`config.mk`:
```
export PLATFORM = sky130hd
export DESIGN_NAME = fetch_ctrl_flat
export DESIGN_NICKNAME = d
export VERILOG_FILES = /design/src/rtl/fetch_ctrl_pkg.sv /design/src/rtl/fetch_ctrl_if.sv /design/src/rtl/fetch_ctrl_pc_select.sv /design/src/rtl/fetch_ctrl.sv /design/src/flat_wrapper.sv
export SDC_FILE = /design/constraint.sdc
export NUM_CORES = 1
export LEC_CHECK = 0
export ABC_AREA = 1
export CORE_ASPECT_RATIO = 0.7
export CORE_UTILIZATION = 30
export CTS_CLUSTER_DIAMETER = 30
export CTS_CLUSTER_SIZE = 14
export DETAILED_ROUTE_END_ITERATION = 10
export DONT_BUFFER_PORTS = 1
export HOLD_SLACK_MARGIN = 0.02
export SYNTH_ARGS = -nofsm -noshare
export SYNTH_HDL_FRONTEND = slang
export SYNTH_SLANG_ARGS = --single-unit
```
`constraint.sdc`:
```
create_clock -name clk -period 3.3 [get_ports clk]
set_clock_uncertainty 0.1 [all_clocks]
set_input_delay 0.66 -clock clk [delete_from_list [all_inputs] [get_ports clk]]
set_output_delay 0.66 -clock clk [all_outputs]
set_load 0.01 [all_outputs]
```
`src/rtl/fetch_ctrl_pkg.sv`:
```
// Shared pipeline types for the fetch stage.
//   hazard_data_t : decode-stage hazard/redirect bundle fed back to fetch
//   instfunc_t    : decoded instruction class
//   instr_fetch_t : fetch-advance control (INSTR_MAINTAIN holds the fetch pc)
//   fetch_state_t : fetch FSM states
//   PCINIT_DEFAULT: default fetch address after reset
package pipes;

   typedef enum logic [3:0] {
      ALU, LOAD, STORE, JAL, JALR_P,
      BEQ, BNE, BLT, BGE, BLTU, BGEU
   } instfunc_t;

   typedef enum logic [1:0] {
      INSTR_NEXT     = 2'd0,
      INSTR_MAINTAIN = 2'd1
   } instr_fetch_t;

   typedef struct packed {
      logic [63:0]  pc_out;
      logic [63:0]  offset_out;
      instfunc_t    instfunc;
      logic         ireq_valid;
      instr_fetch_t instr_FETCH;
      logic         reset_IF_ID;
   } hazard_data_t;

   typedef enum logic [1:0] {
      S_REQ  = 2'd0,
      S_WAIT = 2'd1,
      S_HOLD = 2'd2
   } fetch_state_t;

   localparam logic [63:0] PCINIT_DEFAULT = 64'h0000_0000_8000_0000;

endpackage

```
`src/rtl/fetch_ctrl_if.sv`:
```
// Instruction-bus handshake between fetch (master) and memory (slave).
//   ireq_valid/ireq_addr       : request from fetch
//   iresp_addr_ok              : request accepted this cycle
//   iresp_data_ok/iresp_data   : instruction word returned this cycle
interface fetch_ctrl_if;
   logic        ireq_valid;
   logic [63:0] ireq_addr;
   logic        iresp_addr_ok;
   logic        iresp_data_ok;
   logic [31:0] iresp_data;

   modport master (
      output ireq_valid, ireq_addr,
      input  iresp_addr_ok, iresp_data_ok, iresp_data
   );

   modport slave (
      input  ireq_valid, ireq_addr,
      output iresp_addr_ok, iresp_data_ok, iresp_data
   );
endinterface

```
`src/rtl/fetch_ctrl_pc_select.sv`:
```
// Combinational redirect detection and target computation.
//   hvalid     : decode bundle carries a live instruction
//   instfunc   : decoded instruction class
//   pc_out     : pc of the decode-stage instruction
//   offset_out : offset (absolute target for JALR_P)
//   br_taken   : resolved branch condition
//   redirect   : fetch must restart at target
//   target     : redirect address (wraps modulo 2^64)
module pc_select
   import pipes::*;
(
   input  logic        hvalid,
   input  instfunc_t   instfunc,
   input  logic [63:0] pc_out,
   input  logic [63:0] offset_out,
   input  logic        br_taken,
   output logic        redirect,
   output logic [63:0] target
);

   always_comb begin
      redirect = 1'b0;
      target   = pc_out + offset_out;
      case (instfunc)
         JAL:    redirect = hvalid;
         JALR_P: begin
            redirect = hvalid;
            target   = offset_out;
         end
         BEQ, BNE, BLT, BGE, BLTU, BGEU: redirect = hvalid & br_taken;
         default: redirect = 1'b0;
      endcase
   end

endmodule

```
`src/rtl/fetch_ctrl.sv`:
```
// Instruction fetch controller: issues one instruction-bus request at a
// time, buffers the returned word for IF/ID and follows decode redirects.
//   clk, reset : clock, synchronous active-low reset
//   dataH      : decode hazard/redirect bundle
//   br_taken   : branch condition for the decode-stage instruction
//   ibus       : instruction-bus master port
//   if_valid, if_instr, if_pc : fetched instruction presented to IF/ID
module fetch_ctrl
   import pipes::*;
#(
   parameter logic [63:0] PCINIT = PCINIT_DEFAULT
) (
   input  logic            clk,
   input  logic            reset,
   input  hazard_data_t    dataH,
   input  logic            br_taken,
   fetch_ctrl_if.master    ibus,
   output logic            if_valid,
   output logic [31:0]     if_instr,
   output logic [63:0]     if_pc
);

   fetch_state_t state;
   logic [63:0]  pc;
   logic         squash;
   logic         hold_valid;
   logic [63:0]  buf_pc;
   logic [31:0]  buf_instr;
   logic         redirect;
   logic [63:0]  target;
   logic         stall;
   logic         unused_reset_if_id;

   assign unused_reset_if_id = dataH.reset_IF_ID;

   pc_select u_pc_select (
      .hvalid     (dataH.ireq_valid),
      .instfunc   (dataH.instfunc),
      .pc_out     (dataH.pc_out),
      .offset_out (dataH.offset_out),
      .br_taken   (br_taken),
      .redirect   (redirect),
      .target     (target)
   );

   assign stall = (dataH.instr_FETCH == INSTR_MAINTAIN) && !redirect;

   // A redirect in S_REQ withdraws the request so the stale pc is never issued.
   assign ibus.ireq_valid = reset && (state == S_REQ) && !redirect;
   assign ibus.ireq_addr  = pc;
   assign if_valid        = reset && hold_valid;
   assign if_instr        = buf_instr;
   assign if_pc           = buf_pc;

   always_ff @(posedge clk) begin
      if (!reset) begin
         pc         <= PCINIT;
         state      <= S_REQ;
         squash     <= 1'b0;
         hold_valid <= 1'b0;
         buf_pc     <= '0;
         buf_instr  <= '0;
      end else begin
         case (state)
            S_REQ: begin
               if (redirect)
                  pc <= target;
               else if (ibus.iresp_addr_ok)
                  state <= S_WAIT;
            end
            S_WAIT: begin
               if (ibus.iresp_data_ok) begin
                  // Data for a squashed or just-redirected request is dropped;
                  // the pc already (or now) holds the redirect target.
                  squash <= 1'b0;
                  if (redirect) begin
                     pc    <= target;
                     state <= S_REQ;
                  end else if (squash) begin
                     state <= S_REQ;
                  end else begin
                     buf_pc     <= pc;
                     buf_instr  <= ibus.iresp_data;
                     hold_valid <= 1'b1;
                     state      <= S_HOLD;
                  end
               end else if (redirect) begin
                  pc     <= target;
                  squash <= 1'b1;
               end
            end
            S_HOLD: begin
               if (redirect) begin
                  pc         <= target;
                  hold_valid <= 1'b0;
                  state      <= S_REQ;
               end else if (!stall) begin
                  pc         <= pc + 64'd4;
                  hold_valid <= 1'b0;
                  state      <= S_REQ;
               end
            end
            default: begin
               hold_valid <= 1'b0;
               state      <= S_REQ;
            end
         endcase
      end
   end

endmodule

```
`src/flat_wrapper.sv`:
```
// flat-port wrapper written by rule: the top's interface ports become plain ports
module fetch_ctrl_flat import pipes::*;
#(
   parameter logic [63:0] PCINIT = PCINIT_DEFAULT
)
  (clk, reset, dataH, br_taken, if_valid, if_instr, if_pc, ibus_ireq_valid, ibus_ireq_addr, ibus_iresp_addr_ok, ibus_iresp_data_ok, ibus_iresp_data);
  fetch_ctrl_if ibus_i ();
  input  logic clk;
  input  logic reset;
  input  hazard_data_t dataH;
  input  logic br_taken;
  output logic if_valid;
  output logic [31:0] if_instr;
  output logic [63:0] if_pc;
  output wire logic [$bits(ibus_i.ireq_valid)-1:0] ibus_ireq_valid;
  output wire logic [$bits(ibus_i.ireq_addr)-1:0] ibus_ireq_addr;
  input wire logic [$bits(ibus_i.iresp_addr_ok)-1:0] ibus_iresp_addr_ok;
  input wire logic [$bits(ibus_i.iresp_data_ok)-1:0] ibus_iresp_data_ok;
  input wire logic [$bits(ibus_i.iresp_data)-1:0] ibus_iresp_data;
  assign ibus_ireq_valid = ibus_i.ireq_valid;
  assign ibus_ireq_addr = ibus_i.ireq_addr;
  assign ibus_i.iresp_addr_ok = ibus_iresp_addr_ok;
  assign ibus_i.iresp_data_ok = ibus_iresp_data_ok;
  assign ibus_i.iresp_data = ibus_iresp_data;
  fetch_ctrl #(.PCINIT(PCINIT)) u_core (.clk(clk), .reset(reset), .dataH(dataH), .br_taken(br_taken), .ibus(ibus_i), .if_valid(if_valid), .if_instr(if_instr), .if_pc(if_pc));
endmodule
```
==> metrics, run 1 <==
element type at the critical path start=flop; fraction of layout instances using a drive strength above 1=4.395%; clock slew at the register clock pins of the worst setup and hold paths=80 ps; area of the die=0.05129 mm^2; latest clock arrival within the worst-skew pair=440 ps; Post-CTS Setup Bufs=0; post-synth cell types=52; via count of the first global-routing pass=15,018; share of synthesized flip-flops with an asynchronous set or reset=0%; clock tree from TritonCTS=built; critical path endpoint category=flop; startpoint of the worst-slack reg-to-reg timing path=u_core.ibus.ireq_addr[2]$_SDFFE_PN0P_; cell count of the worst reg-to-reg path=10; Data required, critical path=3480 ps; Stages on worst setup path=10; category of the critical setup timing path=reg -> reg; number of buffers created by CTS=17; final worst-path cycle share=86.86%; number of standard cells after synthesis=2,770; final setup violation count=0; number of buffers and inverters on the critical path=1; number of optimization iterations in the first detailed-route pass=8; cell chain of the critical path=ha_1, nand2_1, nor2_1, inv_1, nor2_1, nand4_1, a21oi_1, a21oi_1, nand2_1, a21oi_1; effective utilization at floorplan=30.52%; commonest non-fill, non-tap cell in the layout=sky130_fd_sc_hd__nand2_1; Layout Cells excl Fill=3,420; dpl cell area=0.01579 mm^2; most frequent CP cell=sky130_fd_sc_hd__a21oi_1; Worst Hold Class=in -> reg; FF+latch count, synth=164; Die Y=189.8 um; leakage power=8.273 nW; number of max-slew violations in the final report=0; Period minus WS final=2866 ps; overall global routing resource usage=24.15%; number of clock sinks=164; drt total wl=63,720 um; initial detailed-routing violation count=1,997; Mapped Avg Cell Area=5.456 um^2; number of placed instances, taps included=3,386; peak fanout along the critical path=4; library cell used as clock root buffer=sky130_fd_sc_hd__clkbuf_16; number of port buffers=0; fin area=0.01638 mm^2; capturing element of the worst setup path=u_core.ibus.ireq_addr[62]$_SDFFE_PN0P_; Seq/Total Area, Yosys=21.72%; width of the chip=270.3 um; arrival time worst endpoint=3050 ps; max-cap check violation count=0; worst reg2reg setup slack=430 ps; Std-Cell Core Area=0.04952 mm^2; largest voltage drop on the vdd net=0.0002628 V; run status=completed; remaining routing DRC violations=0; overflow left after global routing=0; number of gates resized after cts=0; per-cell routed wire length=18.63 um; Nets=2,978; Top delay family on crit path=simple AND/OR/NAND/NOR gates; pin count of the biggest net entering global routing=108; DP Wirelength=51,790 um; hold-fix buffers at CTS=0; first-pass GRT wire length=94,140 um; Area Growth Syn to Fin=8.353%; capture instance of the worst register-to-register path=u_core.ibus.ireq_addr[62]$_SDFFE_PN0P_; setup repair after global routing missed its margin=no; Post-Synthesis Net Count=3,008; Cell Rows=68; htree depth=4; number of hold-slack violations in the final timing report=0; via count=17,021; I/O pin cnt=335; initial antenna violation count=4; flip-flop cell with the highest count after synthesis=sky130_fd_sc_hd__dfxtp_1; DR vias/cell=4.977; summed instance area of the synthesized netlist=0.01511 mm^2; library cell contributing the largest single delay on the critical path=sky130_fd_sc_hd__nor2_1; actual slew at the worst max-slew pin=913.7 ps; post-route setup TNS=0 ps; count of fill cells added during filler insertion=5,671; weighted congestion reported at the end of routability-driven placement=0.9877; final hold slack=264.3 ps; relative slew slack=39.00%; DRT antenna net count=0; delay of the slowest critical-path stage=490 ps; start point of the critical path=u_core.ibus.ireq_addr[2]$_SDFFE_PN0P_; power density normalized to cell area=382.5 mW/mm^2; Max Freq=0.3489 GHz; number of synthesized flops with an enable pin=0; buffers from clock root to sink, at most=2; commonest cells after routing, fill and taps aside=sky130_fd_sc_hd__nand2_1, sky130_fd_sc_hd__inv_1, sky130_fd_sc_hd__nor2_1; Ys Warns=0
## stage by stage
step                      total power, mW  util [%]  setup WS [ps]
after floorplan                     3.673         -          729.2
after global placement              4.236     31.89          215.5
after detailed placement            4.246     31.89          207.5
after CTS                           6.287     33.06          657.5
after global routing                6.646     33.06          329.0
final                               6.264     33.07          433.6
## synth_stat cells, types with 16 or more instances
cell                       instances  area, um^2
sky130_fd_sc_hd__clkbuf_1         30       112.6
sky130_fd_sc_hd__nand2_1         963        3615
sky130_fd_sc_hd__dfxtp_1         164        3283
sky130_fd_sc_hd__nor2_1          332        1246
sky130_fd_sc_hd__nand3_1         159       795.8
sky130_fd_sc_hd__o21ai_0         142       710.7
sky130_fd_sc_hd__buf_2            23       115.1
sky130_fd_sc_hd__ha_1             64       800.8
sky130_fd_sc_hd__a21oi_1         199       996.0
sky130_fd_sc_hd__nand4_1          39       244.0
sky130_fd_sc_hd__inv_1           444        1667
sky130_fd_sc_hd__nor3_1           45       225.2
sky130_fd_sc_hd__xor2_1           16       140.1
## metal layers
layer	global-route usage [%]	up-vias	wire, um
li1	-	8603	-
met1	33.95	7600	28470
met2	35.96	777	26310
met3	8.797	37	8366
met4	2.608	4	554
met5	0	-	23
## area by class of cell
type | count | area, um^2 | area share [%]
timing repair buffer | 29 | 255.2 | 1.559
antenna | 2 | 5.005 | 0.03056
clock buffer | 18 | 439.2 | 2.682
inverter | 459 | 1723 | 10.52
tap | 665 | 832.0 | 5.081
sequential | 164 | 3283 | 20.05
multi-input combinational | 2069 | 9697 | 59.21
clock inverter | 14 | 141.4 | 0.8634
## worst min-delay path by stage
stage | start | end | slack (ps) | cells after the start
4_1_cts | reset | u_core.ibus.ireq_addr[18]$_SDFFE_PN0P_ | 250 | 2
3_5_place_dp | u_core.hold_valid$_SDFFE_PN0P_ | u_core.hold_valid$_SDFFE_PN0P_ | 340 | 2
3_3_place_gp | u_core.hold_valid$_SDFFE_PN0P_ | u_core.hold_valid$_SDFFE_PN0P_ | 340 | 2
5_1_grt | ibus_iresp_data[25] | u_core.if_instr[25]$_SDFFE_PN0P_ | 240 | 2
2_1_floorplan | u_core.hold_valid$_SDFFE_PN0P_ | u_core.hold_valid$_SDFFE_PN0P_ | 330 | 2
6_report | ibus_iresp_data[4] | u_core.if_instr[4]$_SDFFE_PN0P_ | 260 | 2
## cell families after synthesis
logic type | share of synthesized area, %
simple gates | 44.46
buf+inv | 14.16
compound gates | 12.89
flops | 21.72
fa+ha+maj | 5.431
xor+xnor | 1.333
## state kept, by name, summed over array words and instances (netlist names)
| signal | cells |
|---|---|
| u_core.ibus.ireq_addr | 64 |
| u_core.if_pc | 64 |
| u_core.if_instr | 32 |
| u_core.state | 2 |
| u_core.hold_valid | 1 |
| u_core.squash | 1 |
## where the power goes
group / switching [mW] / total, mW / internal, mW
logic: 1.24 / 1.82 / 0.576
clock network: 0.951 / 2.04 / 1.09
registers: 0.267 / 2.41 / 2.14
total: 2.46 / 6.26 / 3.80
No activity file was read; power rests on OpenSTA's default activity.
==> run 2: changes to the inputs <==
--- a/config.mk
+++ b/config.mk
@@ -12,6 +12,7 @@
 export CTS_CLUSTER_SIZE = 14
 export DETAILED_ROUTE_END_ITERATION = 10
 export DONT_BUFFER_PORTS = 1
+export GPL_ROUTABILITY_DRIVEN = 1
 export HOLD_SLACK_MARGIN = 0.02
 export SYNTH_ARGS = -nofsm -noshare
 export SYNTH_HDL_FRONTEND = slang
==> results of run 2 <==
Final layout, timing and power as in run 1 (identical DEF).
==> run 3: changes to the inputs <==
--- a/config.mk
+++ b/config.mk
@@ -5,7 +5,6 @@
 export SDC_FILE = /design/constraint.sdc
 export NUM_CORES = 1
 export LEC_CHECK = 0
-export ABC_AREA = 1
 export CORE_ASPECT_RATIO = 0.7
 export CORE_UTILIZATION = 30
 export CTS_CLUSTER_DIAMETER = 30
==> run 3 against run 2 <==
Against the previous run: critical path depth up 4; non-clock buffer count up 193; first-iteration DRC count down 34%; worst hold slack better by 5.3 ps; synthesized area down 22%; utilization up 4.3 points; total power down 2.8%; combinational power about the same; setup slack worse by 300 ps; critical endpoint is now u_core.ibus.ireq_addr[36]$_SDFFE_PN0P_.
==> metrics, run 3 <==
fraction of layout instances using a drive strength above 1=16.26% (was 4.395%); flip-flop cell with the highest count after synthesis=sky130_fd_sc_hd__dfxtp_1 (unchanged); setup repair after global routing missed its margin=no (unchanged); leakage power=5.597 nW (was 8.273 nW); Data required, critical path=3560 ps (was 3480 ps); hold-fix buffers at CTS=0 (unchanged); number of clock sinks=164 (unchanged); clock tree from TritonCTS=built (unchanged); effective utilization at floorplan=30.47% (was 30.52%); largest voltage drop on the vdd net=0.0002548 V (was 0.0002628 V); commonest non-fill, non-tap cell in the layout=sky130_fd_sc_hd__nand2_1 (unchanged); initial detailed-routing violation count=1,326 (was 1,997); buffers from clock root to sink, at most=2 (unchanged); post-synth cell types=80 (was 52); peak fanout along the critical path=2 (was 4); number of max-slew violations in the final report=0 (unchanged); element type at the critical path start=primary input (was flop); Post-CTS Setup Bufs=0 (unchanged); final hold slack=269.6 ps (was 264.3 ps); commonest cells after routing, fill and taps aside=sky130_fd_sc_hd__nand2_1, sky130_fd_sc_hd__buf_4, sky130_fd_sc_hd__a21oi_1 (was sky130_fd_sc_hd__nand2_1, sky130_fd_sc_hd__inv_1, sky130_fd_sc_hd__nor2_1); power density normalized to cell area=422.7 mW/mm^2 (was 382.5 mW/mm^2); proportion of netlist area held by the largest area contributor=27.98% (was 23.92%); cell count of the worst reg-to-reg path=9 (was 10); width of the chip=238.4 um (was 270.3 um); most instantiated cells after synthesis=sky130_fd_sc_hd__nand2_1, sky130_fd_sc_hd__a21oi_1, sky130_fd_sc_hd__dfxtp_1 (was sky130_fd_sc_hd__nand2_1, sky130_fd_sc_hd__inv_1, sky130_fd_sc_hd__nor2_1); run status=completed (unchanged); summed instance area of the synthesized netlist=0.01174 mm^2 (was 0.01511 mm^2); Nets=2,027 (was 2,978); Ys Warns=0 (unchanged); most area-consuming cells after synthesis=sky130_fd_sc_hd__dfxtp_1, sky130_fd_sc_hd__nand2_1, sky130_fd_sc_hd__a21oi_1, sky130_fd_sc_hd__ha_1, sky130_fd_sc_hd__o21ai_0 (was sky130_fd_sc_hd__nand2_1, sky130_fd_sc_hd__dfxtp_1, sky130_fd_sc_hd__inv_1, sky130_fd_sc_hd__nor2_1, sky130_fd_sc_hd__a21oi_1); latest clock arrival within the worst-skew pair=430 ps (was 440 ps); overall global routing resource usage=24.06% (was 24.15%); remaining routing DRC violations=0 (unchanged); most frequently used cell type in the post-synthesis netlist=sky130_fd_sc_hd__nand2_1 (unchanged); capture instance of the worst register-to-register path=u_core.ibus.ireq_addr[56]$_SDFFE_PN0P_ (was u_core.ibus.ireq_addr[62]$_SDFFE_PN0P_); library cell used as clock root buffer=sky130_fd_sc_hd__clkbuf_16 (unchanged); hold path endpoint=u_core.if_instr[27]$_SDFFE_PN0P_ (was u_core.if_instr[4]$_SDFFE_PN0P_); max-cap check violation count=0 (unchanged); initial antenna violation count=3 (was 4); number of optimization iterations in the first detailed-route pass=5 (was 8); final setup violation count=0 (unchanged); final worst-path cycle share=95.90% (was 86.86%); Die Y=167.5 um (was 189.8 um); drt total wl=49,700 um (was 63,720 um); DRT antenna net count=0 (unchanged); number of synthesized flops with an enable pin=0 (unchanged); number of port buffers=0 (unchanged); number of standard cells after synthesis=1,660 (was 2,770); per-cell routed wire length=21.32 um (was 18.63 um); largest area contributor in the synthesized netlist=sky130_fd_sc_hd__dfxtp_1 (was sky130_fd_sc_hd__nand2_1); via count=12,965 (was 17,021); Mapped Avg Cell Area=7.069 um^2 (was 5.456 um^2); htree depth=4 (unchanged); share of synthesized flip-flops with an asynchronous set or reset=0% (unchanged); DP Wirelength=39,560 um (was 51,790 um); Max Freq=0.3160 GHz (was 0.3489 GHz); area of the die=0.03992 mm^2 (was 0.05129 mm^2); number of hold-slack violations in the final timing report=0 (unchanged); post-layout utilization of the core=37.39% (was 33.07%); DR vias/cell=5.562 (was 4.977); clock slew at the register clock pins of the worst setup and hold paths=70 ps (was 80 ps); FF+latch count, synth=164 (unchanged); category of the critical setup timing path=in -> reg (was reg -> reg); I/O pin cnt=335 (unchanged); arrival time worst endpoint=3420 ps (was 3050 ps); worst reg2reg setup slack=460 ps (was 430 ps); critical path endpoint category=flop (unchanged); Seq/Total Area, Yosys=27.98% (was 21.72%); Worst Hold Class=in -> reg (unchanged); Area Growth Syn to Fin=22.71% (was 8.353%); actual slew at the worst max-slew pin=629.5 ps (was 913.7 ps); min-delay src=ibus_iresp_data[27] (was ibus_iresp_data[4]); total design power=6.086 mW (was 6.264 mW); Cell Rows=60 (was 68); weighted congestion reported at the end of routability-driven placement=0.9226 (was 0.9877); relative slew slack=58.03% (was 39.00%); cell depth of the worst hold path=2 (unchanged); Std-Cell Core Area=0.03851 mm^2 (was 0.04952 mm^2); startpoint of the worst-slack reg-to-reg timing path=u_core.ibus.ireq_addr[38]$_SDFFE_PN0P_ (was u_core.ibus.ireq_addr[2]$_SDFFE_PN0P_); Post-Synthesis Net Count=1,898 (was 3,008); post-route setup TNS=0 ps (unchanged); overflow left after global routing=0 (unchanged); Period minus WS final=3165 ps (was 2866 ps); first-pass GRT wire length=73,730 um (was 94,140 um); number of buffers created by CTS=17 (unchanged); via count of the first global-routing pass=11,728 (was 15,018); pin count of the biggest net entering global routing=119 (was 108)
run 3: cell types whose count changed after synthesis, moves of 28 or more:
cell / change
sky130_fd_sc_hd__inv_1: -422
sky130_fd_sc_hd__nand3_1: -112
sky130_fd_sc_hd__a21boi_0: +72
sky130_fd_sc_hd__nor2_1: -235
sky130_fd_sc_hd__a21o_1: +44
sky130_fd_sc_hd__clkbuf_1: +71
sky130_fd_sc_hd__nand2_1: -623
sky130_fd_sc_hd__o21ai_0: -28
run 3: through the flow:
| stage | cells | cell area, um^2 | worst slack (ps) |
|---|---|---|---|
| floorplan | 1660 | 11770 | -168.1 |
| global placement | 2297 | 13760 | -421.4 |
| detailed placement | 2297 | 13760 | -445.9 |
| CTS | 2329 | 14380 | 40.95 |
| global route | 2329 | 14400 | 27.30 |
| finish | 2331 | 14400 | 135.3 |
run 3: what timing repair did:
| item | in CTS | in global routing |
|---|---|---|
| setup endpoints to repair | 3 | 10 |
| pin swaps | 0 | 3 |
| gates resized for setup | 1 | 5 |
run 3: cell families (layout without fill, tap and decap cells):
kind of cell	count (synthesis)	in the layout	synth area share, %
AOI/OAI and AO/OA	586	586	31.39
xor gates and xnor gates	55	55	4.105
adders and majority gates	65	65	6.994
buffers and inverters	135	277	4.403
DFF	164	164	27.98
muxes	3	3	0.2666
other	0	2	0
and+or+nand+nor	652	652	24.86
run 3: layer usage:
metal	global-route usage (%)	vias to the layer above	share of wire, %
met5	0	-	0.052
met4	3.456	4	0.60
met3	8.012	29	12
met2	32.87	653	39
met1	36.36	6068	49
li1	-	6211	-
run 3: critical path, stage by stage:
cell and delay [ps]:
sky130_fd_sc_hd__ha_4 120, sky130_fd_sc_hd__inv_2 40, sky130_fd_sc_hd__fa_2 350, sky130_fd_sc_hd__nand2b_4 160, sky130_fd_sc_hd__a21oi_4 160, sky130_fd_sc_hd__o22ai_2 130, sky130_fd_sc_hd__o41ai_4 280, sky130_fd_sc_hd__a31oi_2 180
sky130_fd_sc_hd__o41ai_4 320, sky130_fd_sc_hd__buf_4 180, sky130_fd_sc_hd__xnor2_1 50, sky130_fd_sc_hd__a211oi_1 440, sky130_fd_sc_hd__o21ai_0 170, sky130_fd_sc_hd__a21boi_0 160
run 3: final cells by class:
type | instances | area (um^2)
clock buffers | 19 | 442.9
well taps | 527 | 659.4
flip-flops and latches | 164 | 3283
clock inverters | 13 | 162.7
fillers | 4027 | 24110
diodes | 2 | 5.005
inverters | 23 | 86.33
multi-input cells | 1361 | 8031
repair buffers | 222 | 1729
run 3: power by group:
part           leakage (nW)  switching [mW]  internal, mW  total (mW)
logic                  3.97            1.03         0.766        1.80
clock network         0.295           0.919          1.17        2.09
registers              1.33           0.128          2.07        2.20
total                  5.60            2.08          4.01        6.09
run 3: how the worst max path moves through the flow:
stage	start	slack, ps	to
3_5_place_dp	dataH[8]	-450	u_core.ibus.ireq_addr[36]$_SDFFE_PN0P_
2_1_floorplan	dataH[8]	-170	u_core.ibus.ireq_addr[60]$_SDFFE_PN0P_
5_1_grt	dataH[40]	30	u_core.ibus.ireq_addr[46]$_SDFFE_PN0P_
6_report	dataH[8]	140	u_core.ibus.ireq_addr[36]$_SDFFE_PN0P_
4_1_cts	dataH[8]	40	u_core.ibus.ireq_addr[56]$_SDFFE_PN0P_
3_3_place_gp	dataH[8]	-420	u_core.ibus.ireq_addr[60]$_SDFFE_PN0P_
